## src/rtl/iter_shifter.sv

```systemverilog
// Iterative barrel-less shifter: LSL/LSR/ASR/ROR/RRX applied at most STEP bits per cycle.
// Valid/ready handshake on both sides; one operation in flight at a time.
module iter_shifter #(
  parameter int WIDTH = 32,
  parameter int STEP  = 4,
  parameter int AMT_W = 8
) (
  input  logic             clk,
  input  logic             rst_n,
  input  logic             in_valid_in,
  output logic             in_ready_out,
  input  logic [WIDTH-1:0] operand_in,
  input  logic [AMT_W-1:0] amount_in,
  input  logic [1:0]       type_in,
  input  logic             imm_mode_in,
  input  logic             carry_in,
  output logic             out_valid_out,
  input  logic             out_ready_in,
  output logic [WIDTH-1:0] result_out,
  output logic             carry_out
);

  localparam int LW    = $clog2(WIDTH);
  localparam int CNT_W = $clog2(WIDTH + 2);
  localparam int EW    = ((AMT_W > CNT_W) ? AMT_W : CNT_W) + 1;
  localparam logic [CNT_W-1:0] WIDTH_C = CNT_W'(WIDTH);
  localparam logic [CNT_W-1:0] STEP_C  = CNT_W'(STEP);

  typedef enum logic [1:0] {ST_IDLE, ST_SHIFT, ST_DONE} state_e;
  typedef enum logic [1:0] {OP_LSL, OP_LSR, OP_ASR, OP_ROR} op_e;

  state_e             state_q, state_d;
  op_e                op_q, op_d;
  logic               rrx_q, rrx_d;
  logic [WIDTH-1:0]   val_q, val_d;
  logic               carry_q, carry_d;
  logic [CNT_W-1:0]   rem_q, rem_d;

  logic [EW-1:0]      amt_x;
  logic [LW-1:0]      imm_a;
  logic [CNT_W-1:0]   eff_amt;
  logic               eff_rrx;
  logic [CNT_W-1:0]   step_k;
  logic [WIDTH:0]     wide;
  logic [WIDTH-1:0]   sh_val;
  logic               sh_carry;

  always_comb begin
    amt_x   = EW'(amount_in);
    imm_a   = amount_in[LW-1:0];
    eff_amt = '0;
    eff_rrx = 1'b0;
    if (imm_mode_in) begin
      case (op_e'(type_in))
        OP_LSL:         eff_amt = CNT_W'(imm_a);
        OP_LSR, OP_ASR: eff_amt = (imm_a == '0) ? WIDTH_C : CNT_W'(imm_a);
        default: begin
          if (imm_a == '0) begin
            eff_amt = CNT_W'(1);
            eff_rrx = 1'b1;
          end else begin
            eff_amt = CNT_W'(imm_a);
          end
        end
      endcase
    end else begin
      case (op_e'(type_in))
        OP_LSL, OP_LSR: eff_amt = (amt_x > EW'(WIDTH + 1)) ? CNT_W'(WIDTH + 1) : CNT_W'(amt_x);
        OP_ASR:         eff_amt = (amt_x > EW'(WIDTH)) ? WIDTH_C : CNT_W'(amt_x);
        default:        eff_amt = (amt_x == '0) ? '0 :
                                  CNT_W'(((amt_x - EW'(1)) & EW'(WIDTH - 1)) + EW'(1));
      endcase
    end
  end

  // The carry flag rides one bit beyond the operand so it naturally captures the last bit out.
  always_comb begin
    step_k   = (rem_q > STEP_C) ? STEP_C : rem_q;
    wide     = '0;
    sh_val   = val_q;
    sh_carry = carry_q;
    case (op_q)
      OP_LSL: begin
        wide     = {carry_q, val_q} << step_k;
        sh_val   = wide[WIDTH-1:0];
        sh_carry = wide[WIDTH];
      end
      OP_LSR: begin
        wide     = {val_q, carry_q} >> step_k;
        sh_val   = wide[WIDTH:1];
        sh_carry = wide[0];
      end
      OP_ASR: begin
        wide     = $signed({val_q, carry_q}) >>> step_k;
        sh_val   = wide[WIDTH:1];
        sh_carry = wide[0];
      end
      default: begin
        if (rrx_q) begin
          sh_val   = {carry_q, val_q[WIDTH-1:1]};
          sh_carry = val_q[0];
        end else begin
          sh_val   = (val_q >> step_k) | (val_q << (WIDTH_C - step_k));
          sh_carry = sh_val[WIDTH-1];
        end
      end
    endcase
  end

  always_comb begin
    state_d = state_q;
    op_d    = op_q;
    rrx_d   = rrx_q;
    val_d   = val_q;
    carry_d = carry_q;
    rem_d   = rem_q;
    case (state_q)
      ST_IDLE: begin
        if (in_valid_in) begin
          val_d   = operand_in;
          carry_d = carry_in;
          op_d    = op_e'(type_in);
          rrx_d   = eff_rrx;
          rem_d   = eff_amt;
          state_d = (eff_amt != '0) ? ST_SHIFT : ST_DONE;
        end
      end
      ST_SHIFT: begin
        val_d   = sh_val;
        carry_d = sh_carry;
        rem_d   = rem_q - step_k;
        if (rem_q == step_k) state_d = ST_DONE;
      end
      ST_DONE: begin
        if (out_ready_in) state_d = ST_IDLE;
      end
      default: state_d = ST_IDLE;
    endcase
  end

  always_ff @(posedge clk) begin
    if (!rst_n) begin
      state_q <= ST_IDLE;
      op_q    <= OP_LSL;
      rrx_q   <= 1'b0;
      val_q   <= '0;
      carry_q <= 1'b0;
      rem_q   <= '0;
    end else begin
      state_q <= state_d;
      op_q    <= op_d;
      rrx_q   <= rrx_d;
      val_q   <= val_d;
      carry_q <= carry_d;
      rem_q   <= rem_d;
    end
  end

  assign in_ready_out  = (state_q == ST_IDLE);
  assign out_valid_out = (state_q == ST_DONE);
  assign result_out    = val_q;
  assign carry_out     = carry_q;

endmodule

```

## config.mk

```make
export PLATFORM = sky130hd
export DESIGN_NAME = iter_shifter
export DESIGN_NICKNAME = d
export VERILOG_FILES = /design/src/rtl/iter_shifter.sv
export SDC_FILE = /design/constraint.sdc
export NUM_CORES = 1
export LEC_CHECK = 0
export CAP_MARGIN = 20
export CORE_ASPECT_RATIO = 1.1
export CORE_MARGIN = 2
export CORE_UTILIZATION = 40
export CTS_CLUSTER_DIAMETER = 200
export DETAILED_ROUTE_END_ITERATION = 10
export HOLD_SLACK_MARGIN = 0.08
export SLEW_MARGIN = 20
export SYNTH_ARGS = -nofsm -noshare
export SYNTH_HDL_FRONTEND = slang
export SYNTH_SLANG_ARGS = --single-unit
```

## constraint.sdc

```tcl
create_clock -name clk -period 5.6 [get_ports clk]
set_input_delay 0.56 -clock clk [delete_from_list [all_inputs] [get_ports clk]]
set_output_delay 0.56 -clock clk [all_outputs]
set_load 0.01 [all_outputs]
```

==> results of run 1 <==
[power groups by stage]
| stage | sequential (mW) | clock (mW) | combinational, mW |
|---|---|---|---|
| floorplan | 0.423 | 0 | 0.732 |
| global placement | 0.477 | 0 | 1.08 |
| detailed placement | 0.476 | 0 | 1.07 |
| CTS | 0.469 | 0.324 | 1.08 |
| global route | 0.482 | 0.331 | 1.18 |
| finish | 0.476 | 0.322 | 1.11 |
[registers in the layout (all words and copies together) (netlist names)]
signal and cells:
carry_out 1, result_out 32, rem_q 6, op_q 2
state_q 2, rrx_q 1
[kinds of logic after synthesis]
group | Yosys count | share of synthesized area, %
compound gates | 383 | 41.8
other cells | 1 | 0.0624
buf+inv | 114 | 8.20
flops | 44 | 14.7
fa+ha+maj | 8 | 1.67
simple gates | 328 | 26.1
xor+xnor | 2 | 0.291
mux | 29 | 7.29
[placed cells by master (no fill, tap or decap), types with 5 or more instances in the layout]
cell             Yosys  final
a211o_1              6      6
a211oi_1            15     15
a21o_1               8      8
a21oi_1             84     84
a221o_1              7      7
a221oi_1            13     13
a22o_1               5      5
a22oi_1              5      5
a311oi_1             9      9
a31oi_1             18     18
and2_1               5      5
and3_1               8      8
buf_4                1     23
clkbuf_16            0      5
clkdlybuf4s50_1      0     82
dfxtp_1             44     44
ha_1                 8      8
inv_1               19     19
mux2i_1             13     13
mux4_2              11     11
nand2_1             89     89
nand2b_1            11     11
nand3_1             60     60
nor2_1              69     68
nor2b_1              8      7
nor3_1              41     40
nor4_1              10      9
o211ai_1            28     28
o21ai_0             97     96
o21ai_1              9      9
o221ai_1            12     12
o22ai_1              8      8
o2bb2ai_1            5      5
o31ai_1              6      6
or3_1               12     12
[worst min-delay path, stage by stage, from the launching register on]
cell	delay, ns
dfxtp_1	0.37
nor2_1	0.12
nor4_1	0.05
[worst max path at each step]
stage	slack [ns]	endpoint	startpoint	cells after the start
2_1_floorplan	2.21	result_out[20]	rem_q[3]	15
3_3_place_gp	1.99	result_out[31]	rem_q[0]	10
3_5_place_dp	1.91	result_out[31]	rem_q[0]	10
4_1_cts	1.88	result_out[31]	rem_q[0]	10
5_1_grt	1.64	result_out[31]	rem_q[0]	10
6_report	1.78	result_out[31]	rem_q[0]	10
[stage by stage]
stage	hold slack (ns)	worst slack [ns]	total power, mW	instance area (sq um)	std cells
after CTS	0.583	1.88	1.87	7010	1125
after global placement	0.569	1.99	1.55	6860	1117
after global routing	0.631	1.64	2.00	7010	1125
after floorplan	0.541	2.21	1.15	6010	909
after detailed placement	0.574	1.91	1.55	6860	1117
final	0.586	1.78	1.91	7010	1126
[routing by layer]
layer / vias up / GRT usage, % / share of wire [%]
li1: 3547 / - / -
met3: 112 / 6.68 / 11
met1: 3718 / 46.2 / 41
met4: 0 / 15.6 / 4.8
met5: - / 0 / 0
met2: 575 / 51.3 / 44
[cell type report]
type | count | area [sq um]
diodes | 1 | 2.50
clock buffers | 6 | 139
clock inverters | 2 | 10.0
fillers | 1559 | 7870
inverters | 21 | 81.3
multi-input cells | 751 | 4660
flip-flops and latches | 44 | 881
well taps | 196 | 245
repair buffers | 105 | 993
==> flow_summary_export.csv, run 1 <==
group,metric,value,unit
route,drcViolationCount,0,
synthesis,synth_seq_area_share,14.7,%
timing,rsz0062_at_grt,"no",
timing,fin_crit,3.82,ns
synthesis,synth_edf_count,0,
hold_path,worstHoldStart,"result_out[24]",
cts,cts.reportedPaths.clkPinSlew,0.07,ns
route,num_vias,7952,
global_routing,grt_overflow,0,
worst_setup_path,cpLargestDelayFamily,"simple AND/OR/NAND/NOR gates",
worst_setup_path,worstSetupStartpointType,"register",
global_routing,grt_max_degree,60,
run_status,outcome,"complete, no violations",
power,netSwitchingFraction,50.8,%
route,avgRoutedWirePerCell,24.7,um
worst_setup_path,r2r-start,"rem_q[0]",
synthesis,yosysUniqueCellTypes,75,
worst_setup_path,arrival,4.03,ns
route,drtIter0Drc,1203,
floorplanning,die_width,121,um
cts,clock_path_buffers,2,
worst_setup_path,critPathMaxFanout,19,
floorplanning,io_pins,83,
cts,ctsResizeCount,0,
worst_setup_path,crit_path_end_kind,"register",
layout,postLayoutCoreUtil,47.1,%
cts,cts_buffers,5,
hold_path,hold_depth,2,
cts,cts_tree,"built",
layout,finalNetCount,984,
cts,cts-root-buf,"clkbuf_16",
floorplanning,fp-row-count,47,
placement,dp_hpwl,19.2,mm
cts,post_cts_buffers,0,
worst_setup_path,r2r-end,"result_out[31]",
power,p_leak,2.43,nW
timing,setup_tns,0,ns
timing,max_slew_margin,28.1,%
route,drtPass1Iterations,8,
timing,fin_skew,0.00707,ns
route,vias_per_cell,7.06,
global_routing,grt_pass1_vias,7152,
power,seqPwrFrac,24.9,%
timing,slew_viol_final,0,
synthesis,async_reset_ff_share,0,%
worst_setup_path,reg2reg_depth,10,
power,vdd_ir_drop_max,0.148,mV
synthesis,syn_area,6010,sq um
power,combPwrFrac,58.2,%
worst_setup_path,required,5.81,ns
route,routed_wl,27.8,mm
floorplanning,dieArea,16000,sq um
synthesis,syn_nets,965,
worst_setup_path,rrSetupSlack,1.78,ns
cts,cts.sinks,44,
synthesis,synth_area_leaders,"dfxtp_1, o21ai_0, a21oi_1, nand2_1, nand3_1",
synthesis,synth-seq-cells,44,
power,internal-power,0.941,mW
worst_setup_path,crit_buf_inv,2,
floorplanning,die_y,133,um
worst_setup_path,cp_slowest_cell,"dfxtp_1",
synthesis,syn_inst,909,
power,p_switching,0.970,mW
worst_setup_path,critPathMaxStageDelay,0.97,ns
hold_path,hold_class,"reg -> reg",
cts,h-tree-depth,2,
synthesis,ys_top_cells_by_count,"o21ai_0, nand2_1, a21oi_1",
worst_setup_path,crit_chain,"nand2b_1 > nor2_8 > inv_4 > ha_1 > inv_1 > mux4_2 > o32ai_1 > nor4_1 > a211oi_1 > o41ai_1",
synthesis,synthFlopType,"dfxtp_1",
cts,clk_latency,0.31,ns
placement,place_congestion,1.01,
power,p_clk_share,16.9,%
route,ant_nets,0,
timing,tightest_slew,1.07,ns
placement,port_buffers,82,
floorplanning,initial_core_util,40.4,%
job,cap_violations,0,
layout,syn_to_final_growth,16.6,%
cts,cts_hold_buffers,0,
synthesis,synth.most_common_cell,"o21ai_0",
synthesis,yosysTopAreaCell,"dfxtp_1",
floorplanning,coreArea,14900,sq um
global_routing,grt_pass1_wl,42.5,mm
synthesis,syn-mean-instance-area,6.61,sq um
layout,drive_above_1_share,6.67,%
synthesis,synth_warnings,0,
timing,setup_viol,0,
timing,hold_viol,0,
global_routing,antenna_found_initial,0,
timing,fmax,261,MHz
power,powerDensity,273,nW/um^2
global_routing,grt_usage,33.9,%
synthesis,synth_top_area_share,14.7,%
worst_setup_path,path_class,"reg -> reg",
hold_path,holdPathEnd,"result_out[24]",
timing,period_share,68.3,%
Note: power is estimated with default switching activity, not from simulation.
==> run 2: changes to the inputs <==
Clock period 5.6 ns to 3.1 ns, I/O delays scaled along.
==> run 2 against run 1 <==
Via count grew 2.7%. Setup slack lost 1.6 ns. Clock skew grew 0.0026 ns. Routed wire length grew 1.6%. Global-route usage grew 0.50 points. Non-clock buffer count grew 40. Critical path depth is the same. Combinational power grew 95%.
==> flow_summary_export.csv, run 2 (same netlist as run 1, synthesis figures left out) <==
group,metric,value,unit
global_routing,grt_pass1_vias,7612,
timing,fmax,337,MHz
timing,hold_viol,0,
route,avgRoutedWirePerCell,24.2,um
layout,multi_input_area,4660,sq um
power,fin_total_pwr,3.69,mW
worst_setup_path,critPathMaxFanout,7,
layout,finalNonFillerCells,1166,
timing,max_slew_margin,29.8,%
route,drtPass1Iterations,5,
timing,tightest_slew,1.05,ns
worst_setup_path,worstSetupStartpointType,"register",
global_routing,grt_overflow,0,
worst_setup_path,cp_slowest_cell,"or3_1",
layout,mostFrequentLayoutCell,"o21ai_0",
route,vias_per_cell,7.01,
layout,fillers,1517,
placement,place_congestion,1.07,
route,ant_nets,0,
timing,fin_skew,0.00965,ns
power,powerDensity,499,nW/um^2
cts,cts-root-buf,"clkbuf_16",
power,seqPwrFrac,22.5,%
global_routing,grt_pass1_wl,43.6,mm
route,drtIter0Drc,1127,
route,num_vias,8170,
global_routing,antenna_found_initial,1,
global_routing,grt_max_degree,60,
layout,finalNetCount,1024,
power,p_switching,1.79,mW
timing,rsz0062_at_grt,"no",
worst_setup_path,required,3.31,ns
job,cap_violations,0,
layout,regArea,881,sq um
power,netSwitchingFraction,48.6,%
placement,pre_cts_ws,0.162,ns
layout,drive_above_1_share,10.5,%
floorplanning,initial_core_util,40.4,%
placement,placed_cell_area,7210,sq um
cts,clock_path_buffers,2,
cts,cts_hold_buffers,0,
placement,dpl.cell_count,1157,
hold_path,hold_class,"reg -> reg",
floorplanning,io_pins,83,
layout,postLayoutCellArea,7390,sq um
worst_setup_path,crit_path_end_kind,"register",
timing,fin_crit,2.97,ns
cts,clk_latency,0.31,ns
floorplanning,dieArea,16000,sq um
layout,syn_to_final_growth,23.0,%
layout,largest_register_ffs,32,
floorplanning,die_width,121,um
route,top_layer,"met4",
timing,setup_viol,0,
timing,slew_viol_final,0,
timing,setup_ws,0.133,ns
power,p_clk_share,18.8,%
global_routing,grt_usage,34.4,%
placement,port_buffers,82,
placement,dp_hpwl,19.9,mm
power,combPwrFrac,58.7,%
route,wl_met2,12.3,mm
cts,ctsResizeCount,0,
worst_setup_path,critPathMaxStageDelay,0.51,ns
power,vdd_ir_drop_max,0.282,mV
power,internal-power,1.90,mW
timing,setup_tns,0,ns
cts,cts_tree,"built",
worst_setup_path,arrival,3.18,ns
run_status,outcome,"complete, no violations",
cts,cts.sinks,44,
floorplanning,coreArea,14900,sq um
cts,cts_buffers,5,
route,routed_wl,28.2,mm
cts,post_cts_buffers,0,
cts,h-tree-depth,2,
worst_setup_path,crit_chain,"or3_1 > nor2_4 > inv_2 > ha_1 > inv_1 > mux4_2 > o32ai_1 > nor4_1 > a211oi_1 > o41ai_1",
route,drcViolationCount,0,
floorplanning,fp-row-count,47,
timing,period_share,95.7,%
power,p_leak,2.66,nW
worst_setup_path,path_class,"reg -> reg",
layout,layout_common_cells,"o21ai_0, nand2_1, a21oi_1, clkdlybuf4s50_1, nor2_1",
layout,postLayoutCoreUtil,49.7,%
floorplanning,die_y,133,um
route,wl_met1,11.3,mm
route,wl_met3,3.22,mm
timing,hold_ws,0.574,ns
cts,cts.reportedPaths.clkPinSlew,0.07,ns
## run 2: cell count changes in the layout (fill, tap and decap cells not counted)
cell / delta
buf_12: +4
buf_4: +36
bufinv_16: +1
clkbuf_8: +1
clkinv_2: -2
## run 2: layer usage
metal  GRT usage [%]  up-vias
met5               0        -
met4            16.5        0
met3            7.24      130
met2            51.7      637
met1            46.7     3790
li1                -     3613
## run 2: final timing paths
| check | from | to | slack, ns | cells past startpoint |
|---|---|---|---|---|
| min reg2reg | result_out[24] | result_out[24] | 0.57 | 2 |
| max | rem_q[3] | result_out[31] | 0.13 | 10 |
| min | result_out[24] | result_out[24] | 0.57 | 2 |
| max reg2reg | rem_q[3] | result_out[31] | 0.13 | 10 |
## run 2: cell type report
type	instances	area share [%]
timing repair buffer	145	18.2
clock buffer	7	2.06
multi-input combinational	751	63.0
inverter	21	1.10
clock inverter	1	0.406
tap	196	3.32
antenna	1	0.0338
sequential	44	11.9
## run 2: power by group through the flow
| stage | sequential, mW | combinational [mW] | clock, mW |
|---|---|---|---|
| after floorplan | 0.764 | 1.33 | 0 |
| after global placement | 0.833 | 2.09 | 0 |
| after detailed placement | 0.829 | 2.08 | 0 |
| after CTS | 0.817 | 2.09 | 0.698 |
| after global routing | 0.835 | 2.30 | 0.714 |
| final | 0.829 | 2.17 | 0.695 |
## run 2: worst max-delay path, delay by kind of cell, from the launching register on
| family | cells | cell delay, ns |
|---|---|---|
| adder cells (fa/ha/maj) | 1 | 0.30 |
| multiplexers | 1 | 0.29 |
| AND/OR/NAND/NOR | 3 | 1.19 |
| flip-flops | 1 | 0.30 |
| buffers and inverters | 2 | 0.28 |
| AO/OA/AOI/OAI | 3 | 0.52 |
==> run 3: changes to the inputs <==
Settings changed: SKIP_CTS_REPAIR_TIMING set to 1.
==> results of run 3 <==
Same layout as run 2: the final DEF is identical, and so are final timing and power.
